**src/rtl/uart_pkg.sv**
```systemverilog
// Shared types and constants for the UART receive path: parity modes, receiver
// FSM states and oversampling parameters.
package uart_pkg;

    localparam int OS_RATE   = 16;
    localparam int SAMPLE_LO = 7;
    localparam int SAMPLE_HI = 9;
    localparam int OS_W      = $clog2(OS_RATE);
    localparam int ENTRY_W   = 11;

    typedef enum logic [1:0] {
        PAR_NONE = 2'b00,
        PAR_EVEN = 2'b01,
        PAR_ODD  = 2'b10
    } parity_t;

    typedef enum logic [2:0] {
        IDLE,
        START,
        DATA,
        PARITY,
        STOP1,
        STOP2
    } rx_state_t;

    // Encoding 2'b11 is reserved and behaves as no parity.
    function automatic parity_t decode_parity(input logic [1:0] cfg);
        case (cfg)
            2'b01:   return PAR_EVEN;
            2'b10:   return PAR_ODD;
            default: return PAR_NONE;
        endcase
    endfunction

endpackage

```
**src/rtl/uart_rx_fifo.sv**
```systemverilog
// Generic show-ahead synchronous FIFO; the head entry is always visible on rdata.
// A push into a full FIFO succeeds only when a pop happens in the same cycle.
module uart_rx_fifo #(
    parameter int WIDTH = 11,
    parameter int DEPTH = 16
) (
    input  logic                         clk,
    input  logic                         rst_n,
    input  logic                         push,
    input  logic [WIDTH-1:0]             wdata,
    input  logic                         pop,
    output logic [WIDTH-1:0]             rdata,
    output logic                         full,
    output logic                         empty,
    output logic [$clog2(DEPTH+1)-1:0]   count
);

    localparam int PTR_W = $clog2(DEPTH);
    localparam int CNT_W = $clog2(DEPTH + 1);

    logic [WIDTH-1:0] mem [DEPTH];
    logic [PTR_W-1:0] wr_ptr;
    logic [PTR_W-1:0] rd_ptr;
    logic             push_ok;
    logic             pop_ok;

    assign full    = (count == CNT_W'(DEPTH));
    assign empty   = (count == '0);
    assign pop_ok  = pop & ~empty;
    assign push_ok = push & (~full | pop);
    assign rdata   = mem[rd_ptr];

    always_ff @(posedge clk or negedge rst_n) begin
        if (!rst_n) begin
            for (int i = 0; i < DEPTH; i++) mem[i] <= '0;
            wr_ptr <= '0;
            rd_ptr <= '0;
            count  <= '0;
        end else begin
            if (push_ok) begin
                mem[wr_ptr] <= wdata;
                wr_ptr      <= wr_ptr + PTR_W'(1);
            end
            if (pop_ok) rd_ptr <= rd_ptr + PTR_W'(1);
            case ({push_ok, pop_ok})
                2'b10:   count <= count + CNT_W'(1);
                2'b01:   count <= count - CNT_W'(1);
                default: count <= count;
            endcase
        end
    end

endmodule

```
**src/rtl/uart_rx_core.sv**
```systemverilog
// UART receive engine: 16x oversampling, 3-sample majority vote, 5-8 data bits,
// optional parity, 1/2 stop bits, frames queued in a show-ahead FIFO.
// Optional break detection on rd_err[2] is built when UART_RX_BREAK_DETECT_EN is defined.
//
// state  | meaning
// IDLE   | waiting for a low level on the synchronized line
// START  | validating the start bit; a high vote is a false start
// DATA   | shifting in data bits, LSB first
// PARITY | comparing the parity bit against the data XOR
// STOP1  | first stop bit; pushes here when one stop bit is configured
// STOP2  | second stop bit; always the final one when present
module uart_rx_core
    import uart_pkg::*;
#(
    parameter int FIFO_DEPTH = 16,
    parameter int DIV_W      = 16
) (
    input  logic                            PCLK,
    input  logic                            PRESETn,
    input  logic [DIV_W-1:0]                cfg_div,
    input  logic [1:0]                      cfg_data_bits,
    input  logic [1:0]                      cfg_parity,
    input  logic                            cfg_stop2,
    input  logic                            rxd_i,
    input  logic                            rd_en,
    output logic [7:0]                      rd_data,
    output logic [2:0]                      rd_err,
    output logic                            empty,
    output logic                            full,
    output logic [$clog2(FIFO_DEPTH+1)-1:0] count,
    output logic                            overrun,
    input  logic                            clr_overrun,
    output logic                            busy
);

    rx_state_t            state;
    logic                 rxd_meta;
    logic                 rxd_s;
    logic [DIV_W-1:0]     div_cnt;
    logic [DIV_W-1:0]     div_lat;
    logic [DIV_W-1:0]     div_src;
    logic [DIV_W-1:0]     div_max;
    logic                 tick;
    logic [OS_W-1:0]      os_cnt;
    logic [1:0]           smp;
    logic                 vote;
    logic                 at_hi;
    logic                 at_end;
    logic [2:0]           last_idx;
    parity_t              par_lat;
    logic                 stop2_lat;
    logic [2:0]           bit_idx;
    logic [7:0]           data_sr;
    logic                 par_acc;
    logic                 perr;
    logic                 ferr;
    logic                 all_zero;
    logic                 brk;
    logic                 push_q;
    logic [ENTRY_W-1:0]   push_word;
    logic [ENTRY_W-1:0]   head;

    always_ff @(posedge PCLK or negedge PRESETn) begin
        if (!PRESETn) begin
            rxd_meta <= 1'b1;
            rxd_s    <= 1'b1;
        end else begin
            rxd_meta <= rxd_i;
            rxd_s    <= rxd_meta;
        end
    end

    // The live divisor only matters while idle; a frame runs on its latched copy.
    assign div_src = (state == IDLE) ? cfg_div : div_lat;
    assign div_max = (div_src == '0) ? DIV_W'(1) : div_src;
    assign tick    = (div_cnt >= div_max - DIV_W'(1));

    always_ff @(posedge PCLK or negedge PRESETn) begin
        if (!PRESETn) div_cnt <= '0;
        else          div_cnt <= tick ? '0 : div_cnt + DIV_W'(1);
    end

    assign vote   = (smp[0] & smp[1]) | (smp[0] & rxd_s) | (smp[1] & rxd_s);
    assign at_hi  = tick && (os_cnt == OS_W'(SAMPLE_HI));
    assign at_end = tick && (os_cnt == OS_W'(OS_RATE - 1));

`ifdef UART_RX_BREAK_DETECT_EN
    assign brk = all_zero & ~vote;
`else
    assign brk = 1'b0;
`endif

    always_ff @(posedge PCLK or negedge PRESETn) begin
        if (!PRESETn) begin
            state     <= IDLE;
            busy      <= 1'b0;
            os_cnt    <= '0;
            smp       <= '0;
            div_lat   <= '0;
            last_idx  <= '0;
            par_lat   <= PAR_NONE;
            stop2_lat <= 1'b0;
            bit_idx   <= '0;
            data_sr   <= '0;
            par_acc   <= 1'b0;
            perr      <= 1'b0;
            ferr      <= 1'b0;
            all_zero  <= 1'b0;
            push_q    <= 1'b0;
            push_word <= '0;
        end else begin
            push_q <= 1'b0;
            if (tick) os_cnt <= os_cnt + OS_W'(1);
            if (tick && os_cnt == OS_W'(SAMPLE_LO))     smp[0] <= rxd_s;
            if (tick && os_cnt == OS_W'(SAMPLE_LO + 1)) smp[1] <= rxd_s;

            case (state)
                IDLE: begin
                    if (!rxd_s) begin
                        div_lat   <= cfg_div;
                        last_idx  <= 3'd4 + {1'b0, cfg_data_bits};
                        par_lat   <= decode_parity(cfg_parity);
                        stop2_lat <= cfg_stop2;
                        os_cnt    <= '0;
                        bit_idx   <= '0;
                        data_sr   <= '0;
                        par_acc   <= 1'b0;
                        perr      <= 1'b0;
                        ferr      <= 1'b0;
                        all_zero  <= 1'b1;
                        state     <= START;
                        busy      <= 1'b1;
                    end
                end
                START: begin
                    if (at_hi && vote) begin
                        state <= IDLE;
                        busy  <= 1'b0;
                    end else if (at_end) begin
                        state   <= DATA;
                        bit_idx <= '0;
                    end
                end
                DATA: begin
                    if (at_hi) begin
                        data_sr[bit_idx] <= vote;
                        par_acc          <= par_acc ^ vote;
                        if (vote) all_zero <= 1'b0;
                    end
                    if (at_end) begin
                        if (bit_idx == last_idx)
                            state <= (par_lat != PAR_NONE) ? PARITY : STOP1;
                        else
                            bit_idx <= bit_idx + 3'd1;
                    end
                end
                PARITY: begin
                    if (at_hi) begin
                        perr <= (vote != (par_acc ^ (par_lat == PAR_ODD)));
                        if (vote) all_zero <= 1'b0;
                    end
                    if (at_end) state <= STOP1;
                end
                STOP1: begin
                    if (at_hi) begin
                        ferr <= ferr | ~vote;
                        if (!stop2_lat) begin
                            push_q    <= 1'b1;
                            push_word <= {brk, ferr | ~vote, perr, data_sr};
                            state     <= IDLE;
                            busy      <= 1'b0;
                        end
                    end else if (at_end && stop2_lat) begin
                        state <= STOP2;
                    end
                end
                STOP2: begin
                    // Return early so an immediate next start bit is not missed.
                    if (at_hi) begin
                        push_q    <= 1'b1;
                        push_word <= {brk, ferr | ~vote, perr, data_sr};
                        state     <= IDLE;
                        busy      <= 1'b0;
                    end
                end
                default: begin
                    state <= IDLE;
                    busy  <= 1'b0;
                end
            endcase
        end
    end

    uart_rx_fifo #(
        .WIDTH (ENTRY_W),
        .DEPTH (FIFO_DEPTH)
    ) u_fifo (
        .clk   (PCLK),
        .rst_n (PRESETn),
        .push  (push_q),
        .wdata (push_word),
        .pop   (rd_en),
        .rdata (head),
        .full  (full),
        .empty (empty),
        .count (count)
    );

    assign rd_data = head[7:0];
    assign rd_err  = head[10:8];

    always_ff @(posedge PCLK or negedge PRESETn) begin
        if (!PRESETn)                    overrun <= 1'b0;
        else if (push_q && full && !rd_en) overrun <= 1'b1;
        else if (clr_overrun)            overrun <= 1'b0;
    end

endmodule

```
**config.mk**
```make
export PLATFORM = sky130hd
export DESIGN_NAME = uart_rx_core
export DESIGN_NICKNAME = d
export VERILOG_FILES = /design/src/rtl/uart_pkg.sv /design/src/rtl/uart_rx_fifo.sv /design/src/rtl/uart_rx_core.sv
export SDC_FILE = /design/constraint.sdc
export NUM_CORES = 1
export LEC_CHECK = 0
export ABC_AREA = 1
export BUFFER_PORTS_ARGS = -buffer_cell sky130_fd_sc_hd__buf_4
export CORE_ASPECT_RATIO = 1.5
export CORE_UTILIZATION = 50
export CTS_CLUSTER_DIAMETER = 120
export DETAILED_ROUTE_END_ITERATION = 16
export GPL_TIMING_DRIVEN = 0
export HOLD_SLACK_MARGIN = 0.05
export MAX_ROUTING_LAYER = met4
export PLACE_DENSITY = 0.7
export SYNTH_ARGS = -nofsm -noshare
export SYNTH_HDL_FRONTEND = slang
export SYNTH_HIERARCHICAL = 1
export SYNTH_SLANG_ARGS = --single-unit
export TNS_END_PERCENT = 1
```
**constraint.sdc**
```tcl
create_clock -name PCLK -period 3.91 [get_ports PCLK]
set_clock_uncertainty 0.05 [all_clocks]
set_input_delay 0.782 -clock PCLK [delete_from_list [all_inputs] [get_ports PCLK]]
set_output_delay 0.782 -clock PCLK [all_outputs]
set_load 0.02 [all_outputs]
```
Word level (Yosys, flattened, before mapping)
Index checks and enable logic that the tools add are counted.
{"block": "totals", "in_bits": 26, "latchBits": 0, "register_bits": 266, "romBits": 0, "ram_bits": 0, "mem_count": 0}
{"block": "op_classes", "n_bitwise": 18, "shifts": 0, "add_sub_neg": 9, "reduce_logical": 31, "eq_ne": 33, "n_mul": 0, "magnitude_cmp": 6, "div_mod_pow": 0, "n_mux": 61}
{"cell": "bitwise mux 176 bit", "n": 1}
{"cell": "2-to-1 mux 11 bit", "n": 6}
{"cell": "2-to-1 mux 16 bit", "n": 3}
{"cell": "2-to-1 mux 3 bit", "n": 16}
{"cell": "binary-select mux 11 bit (select 4 bit)", "n": 1}
{"cell": "demux 11 bit (select 4 bit)", "n": 1}
{"cell": "inequality test 2 bit, second input constant", "n": 13}
{"cell": "case mux 11 bit (2 select lines)", "n": 1}
{"cell": "case mux 3 bit (6 select lines)", "n": 1}
{"cell": "adder 16 x 1 -> 16 bit, second input constant", "n": 1}
{"cell": ">= comparator 16 bit", "n": 1}
{"cell": "logical NOT 16 bit", "n": 1}
{"cell": "2-to-1 mux 8 bit", "n": 2}
{"cell": "case mux 8 bit (2 select lines)", "n": 1}
{"cell": "subtractor 16 x 1 -> 16 bit, second input constant", "n": 1}
{"cell": "2-to-1 mux 1 bit", "n": 15}
{"cell": "nonzero test 2 bit", "n": 7}
{"cell": "adder 4 x 1 -> 4 bit, second input constant", "n": 3}
{"cell": "== test 4 bit, second input constant", "n": 3}
{"cell": "2-to-1 mux 4 bit", "n": 3}
{"cell": "AND reduction 6 bit", "n": 2}
{"cell": ">= comparator 5 bit, second input constant", "n": 2}
{"cell": "logical AND 1 bit", "n": 10}
{"cell": "inverter 4 -> 5 bit", "n": 2}
{"cell": "37 further kinds", "n": 61}

Longest topological paths before layout
{"block": "depth", "word_depth": 11, "ltp_mapped": 32, "ltp_nobuf": 31}

Cells and area by module
Netlist, hierarchy kept.
{"mod": "uart_rx_fifo", "instances": 1, "seq_area_each_um2": 4729.5, "area_per_inst_um2": 10487.6, "cells_each": 1430}
{"mod": "uart_rx_core", "instances": 1, "seq_area_each_um2": 1904.3, "area_per_inst_um2": 4529.3, "cells_each": 584}

Worst setup path before layout
Ideal clock, no wire load.
{"block": "synth_path", "path_kind": "input -> register", "startpoint": "input port cfg_div[9]", "endpoint": "register push_word[1]", "stages": 24, "t_arrival_ns": 3.901, "path_slack_ns": -0.165, "setup_time_ns": 0.125, "path_buffers": 1, "required_ns": 3.735, "path_cell_list": "inv_1 -> o21ai_0 -> nor2_2 -> nand2_1 -> nor2_1 -> nand3_2 -> nand2_4 -> inv_2 -> ha_1 -> nand2_1 -> nor2_2 -> nand2_1 -> nor2_2 -> nand2_1 -> xnor2_1 -> ha_1 -> nand2_1 -> nor3_1 -> nand2_1 -> nand2_2 -> nand2_2 -> nor2_1 -> buf_4 -> mux2_2"}
{"block": "synth_between", "elab_chain_cells": 8, "elab_cells_between_ends": 9, "cone_classes": "1 x add/sub; 1 x order compare; 2 x eq/ne; 2 x mux; 3 x reduce/logical"}
{"element": "start: declaration", "line_no": "uart_rx_core.sv:20", "text": "input logic [DIV_W-1:0] cfg_div,"}
{"element": "2-to-1 mux 16 bit *", "line_no": "uart_rx_core.sv:74", "text": "assign div_src = (state == IDLE) ? cfg_div : div_lat;"}
{"element": "logical NOT 16 bit", "line_no": "uart_rx_core.sv:75", "text": "assign div_max = (div_src == '0) ? DIV_W'(1) : div_src;"}
{"element": "2-to-1 mux 16 bit *", "line_no": "uart_rx_core.sv:75"}
{"element": "subtractor 16 x 1 -> 16 bit *", "line_no": "uart_rx_core.sv:76", "text": "assign tick = (div_cnt >= div_max - DIV_W'(1));"}
{"element": ">= comparator 16 bit *", "line_no": "uart_rx_core.sv:76"}
{"element": "logical AND 1 bit *", "line_no": "uart_rx_core.sv:84", "text": "assign at_hi = tick && (os_cnt == OS_W'(SAMPLE_HI));"}
{"element": "inequality test 2 bit (no source line)"}
{"element": "AND reduction 4 bit (no source line) *"}
{"element": "end signal: assignment", "line_no": "uart_rx_core.sv:169", "text": "push_word <= {brk, ferr | ~vote, perr, data_sr};"}
{"element": "end signal: assignment", "line_no": "uart_rx_core.sv:181", "text": "push_word <= {brk, ferr | ~vote, perr, data_sr};"}
{"element": "end: declaration", "line_no": "uart_rx_core.sv:60", "text": "logic [ENTRY_W-1:0] push_word;"}
Mark *: on every way between the ends. The rest lies on a longest branch, timed or not.
A chain may end at the register's enable or synchronous reset.

Final worst setup path
{"block": "layout_path", "startpoint": "register state[1]", "endpoint": "register state[1]"}
{"block": "layout_between", "elab_chain_cells": 10, "elab_cells_between_ends": 27, "cone_classes": "1 x add/sub; 1 x order compare; 13 x eq/ne; 5 x mux; 7 x reduce/logical"}
{"element": "start: declaration", "line_no": "uart_rx_core.sv:36", "text": "rx_state_t state;"}
{"element": "start signal: assignment", "line_no": "uart_rx_core.sv:152", "text": "state <= (par_lat != PAR_NONE) ? PARITY : STOP1;"}
{"element": "logical NOT 3 bit", "line_no": "uart_rx_core.sv:74, uart_rx_core.sv:117"}
{"element": "2-to-1 mux 16 bit", "line_no": "uart_rx_core.sv:74"}
{"element": "logical NOT 16 bit", "line_no": "uart_rx_core.sv:75"}
{"element": "2-to-1 mux 16 bit", "line_no": "uart_rx_core.sv:75"}
{"element": "subtractor 16 x 1 -> 16 bit", "line_no": "uart_rx_core.sv:76"}
{"element": ">= comparator 16 bit", "line_no": "uart_rx_core.sv:76"}
{"element": "logical AND 1 bit (on tied branches)", "line_no": "uart_rx_core.sv:84, uart_rx_core.sv:85"}
{"element": "logical AND 1 bit (on tied branches)", "line_no": "uart_rx_core.sv:136, uart_rx_core.sv:173"}
{"element": "inequality test 3 bit (no source line) or 2-to-1 mux 3 bit (tied branches)"}
{"element": "AND reduction 8 bit (no source line) or case mux 3 bit (6 select lines) (tied branches)"}
Parallel ways exist; a longest one is shown, timed or not.

==> reports/metrics.csv <==
stage;metric;value;unit
run_status;status;complete, no violations;
clock_tree;cts hold-fix bufs;0;
synth;synthesized area;15000;sq um
sta;worst-margin pin slew;1.12;ns
synth;Seq/Total Area, Yosys;44.2;%
drt;post-detailed-route count of antenna-violating nets;0;
layout;share of cells above drive strength 1;16.6;%
sta;ratio of final minimum period to clock period;99.3;%
synth;Ys Warns;6;
layout;Finished Cell Area;17500;sq um
power;Seq pwr share;28.2;%
power;Gate power share;47.3;%
grt;vias in the first global route;13900;
synth;Mapped Nets;2072;
sta;PnR worst setup slack;0.0266;ns
critical_path;crit path kind;register to register;
synth;area leader, netlist;dfrtp_1;
clock_tree;CTS clk-pin slew, worst paths;0.06;ns
die;row cnt;77;
clock_tree;Clock Latency Late Sink;0.57;ns
critical_path;worst r2r src;state[1]$_DFFE_PN0P_;
sta;Max Slew Vio Count;0;
grt;antenna violations before repair;0;
synth;count leader, synth;nand2_1;
clock_tree;H-Tree Depth;1;
synth;post-synth top area share;43.8;%
sta;endpoints failing setup;0;
die;Die H;214;microns
drt;DR WL/cell;18.3;microns
critical_path;CP most frequent cell;nand2_2;
die;I/O pins;46;
synth;FF+latch count, synth;265;
grt;largest net degree at the start of global routing;120;
worst_hold_path;worst hold path type;primary input to asynchronous set/reset pin;
grt;global-route wire length before repair;74.0;mm
place;Port Buffers;45;
clock_tree;root buffer cell;clkbuf_16;
sta;post-route minimum period;3.88;ns
power;peak supply drop;0.000567;V
drt;Vias;13900;
grt;GRT Resource Usage Total;32.0;%
drt;initial drt markers;935;
sta;Hold Fails Final Rpt;0;
place;Detailed Place HPWL;33.3;mm
sta;RSZ-0062 raised after global routing;true;
synth;Mapped Cells;2014;
drt;Via-to-Cell Ratio;5.48;
power;switch share;42.7;%
sta;fmax;0.258;GHz
synth;post-synthesis average cell area;7.46;sq um
layout;final antenna diode count;0;
clock_tree;CTS sink cnt;265;
synth;share of synthesized registers carrying an async set or reset;100;%
synth;EDFF count, synth;0;
layout;final net count;2182;
place;Final GP Congestion;0.983;
sta;Setup TNS;0;ns
synth;top post-synthesis cells by area;dfrtp_1, nand2_1, nand4_1;
drt;number of remaining DRC errors;0;
critical_path;critical path arrival;4.27;ns
drt;Routed WL;46.4;mm
synth;synth cell count leaders;nand2_1, dfrtp_1, nand4_1;
layout;Filler Cells Inserted;2769;
die;die area;30700;sq um
power;P_int;6550;uW
power;LEAKAGE;0.00909;uW
die;starting density of the core;50.9;%
power;PD cells;651;nW/um^2
place;placed inst area;15900;sq um
layout;area grow syn2layout;16.8;%
run;max-cap viol count;0;
critical_path;worst r2r dst;state[1]$_DFFE_PN0P_;
die;core area;29500;sq um
layout;Finished Core Util;59.5;%
power;clock power share;24.5;%
critical_path;CP required;4.30;ns
critical_path;worst r2r path cells;28;
critical_path;largest stage delay on the critical path;0.43;ns
critical_path;critical path endpoint category;register;
grt;grt ovf;0;
synth;Synth cell types;40;
clock_tree;clk buf depth;3;
critical_path;r2r setup slk;0.03;ns
critical_path;startpoint types;register;
power;P_sw;4870;uW
die;Die W;144;microns
drt;First-pass DRT Iterations;7;
clock_tree;CTS tree;yes;
synth;ys flop type;dfrtp_1;
sta;Slew headroom;25.3;%
clock_tree;CTS buffer count;28;
critical_path;CP Max Fanout;8;
place;pre-CTS setup slack;-0.763;ns
critical_path;Slowest-stage cell, CP;dfrtp_2;
[sequential cells by signal, summed over array words and instances, names as in the netlist, 2 cells and up]
signal	flops
par_lat	2
smp	2
div_lat	16
u_fifo/rd_ptr	4
bit_idx	3
state	3
os_cnt	4
last_idx	3
div_cnt	16
u_fifo/wr_ptr	4
u_fifo/mem	176
data_sr	8
u_fifo/count	5
push_word	10
[area by class of cell]
cell class | count | area [sq um] | share of cell area [%]
Clock buffer | 34 | 785 | 4.47
Timing Repair Buffer | 78 | 686 | 3.91
Multi-Input combinational cell | 1456 | 7330 | 41.8
Tap cell | 395 | 494 | 2.82
Inverter | 152 | 576 | 3.28
Sequential cell | 265 | 6640 | 37.8
Clock inverter | 16 | 169 | 0.963
Buffer | 143 | 870 | 4.96
[through the flow]
stage | total power (uW) | cells | hold WS [ns]
5_1_grt | 12100 | 2539 | 0.102
3_3_place_gp | 7730 | 2454 | 0.303
2_1_floorplan | 6290 | 2014 | 0.295
6_report | 11400 | 2539 | 0.0745
4_1_cts | 11200 | 2533 | 0.0857
3_5_place_dp | 7810 | 2456 | 0.301
[timing repair]
item,in CTS,in global routing
hold endpoints to repair,0,0
gates resized for setup,70,30
cloned,4,0
pin swaps,26,26
endpoints found under the setup margin,51,45
buffers inserted,23,6
[cell usage in the layout, fill, tap and decap left out, types with 29 or more instances in the layout]
| master | n |
|---|---|
| inv_1 | 143 |
| dfrtp_1 | 261 |
| clkbuf_1 | 41 |
| o21ai_0 | 42 |
| clkbuf_16 | 29 |
| nand4_1 | 184 |
| buf_4 | 103 |
| nand3_1 | 110 |
| nor2_1 | 163 |
| ha_1 | 30 |
| buf_2 | 51 |
| nand2_1 | 727 |
[power by group through the flow]
stage	logic (uW)	clock network, uW	registers, uW
6_report	5400	2790	3220
5_1_grt	5880	2940	3250
4_1_cts	5190	2840	3220
3_5_place_dp	4540	0	3270
3_3_place_gp	4470	0	3260
2_1_floorplan	3040	0	3240
[critical path: cells and delay by family, from the launching register on]
family	cells	cell delay (ns)
AND/OR/NAND/NOR	19	1.87
adder cells (fa/ha/maj)	2	0.41
XOR/XNOR	1	0.12
AO/OA/AOI/OAI	2	0.45
flip-flops	1	0.43
buffers and inverters	4	0.41
[routing by layer]
layer / vias to the layer above / part of all wire (%) / GRT usage [%]
li1: 6715 / - / -
met1: 6600 / 37 / 34.6
met2: 432 / 51 / 54.9
met3: 169 / 4.4 / 3.75
met4: 0 / 7.1 / 20.4
met5: - / 0 / -
[kinds of logic (layout without fill, tap and decap cells)]
family / Yosys count / count (layout) / synth area share, %
buffers and inverters: 295 / 423 / 9.41
multiplexers: 9 / 9 / 0.675
AND/OR/NAND/NOR: 1285 / 1287 / 37.9
adder cells (fa/ha/maj): 32 / 32 / 2.72
AO/OA/AOI/OAI: 104 / 104 / 3.72
other: 1 / 1 / 0.0250
flip-flops: 265 / 265 / 44.2
XOR/XNOR: 23 / 23 / 1.34
[worst max-delay path by stage]
stage | slack [ns] | endpoint | start
floorplan | 0.02 | push_word[1]$_DFFE_PN0P_ | state[1]$_DFFE_PN0P_
global placement | -0.67 | push_word[6]$_DFFE_PN0P_ | cfg_div[1]
finish | 0.03 | state[1]$_DFFE_PN0P_ | state[1]$_DFFE_PN0P_
CTS | 0.0003 | push_word[4]$_DFFE_PN0P_ | state[0]$_DFFE_PN0P_
global route | -0.19 | push_word[4]$_DFFE_PN0P_ | state[1]$_DFFE_PN0P_
detailed placement | -0.76 | push_word[4]$_DFFE_PN0P_ | state[1]$_DFFE_PN0P_
No activity file was read; power rests on OpenSTA's default activity.
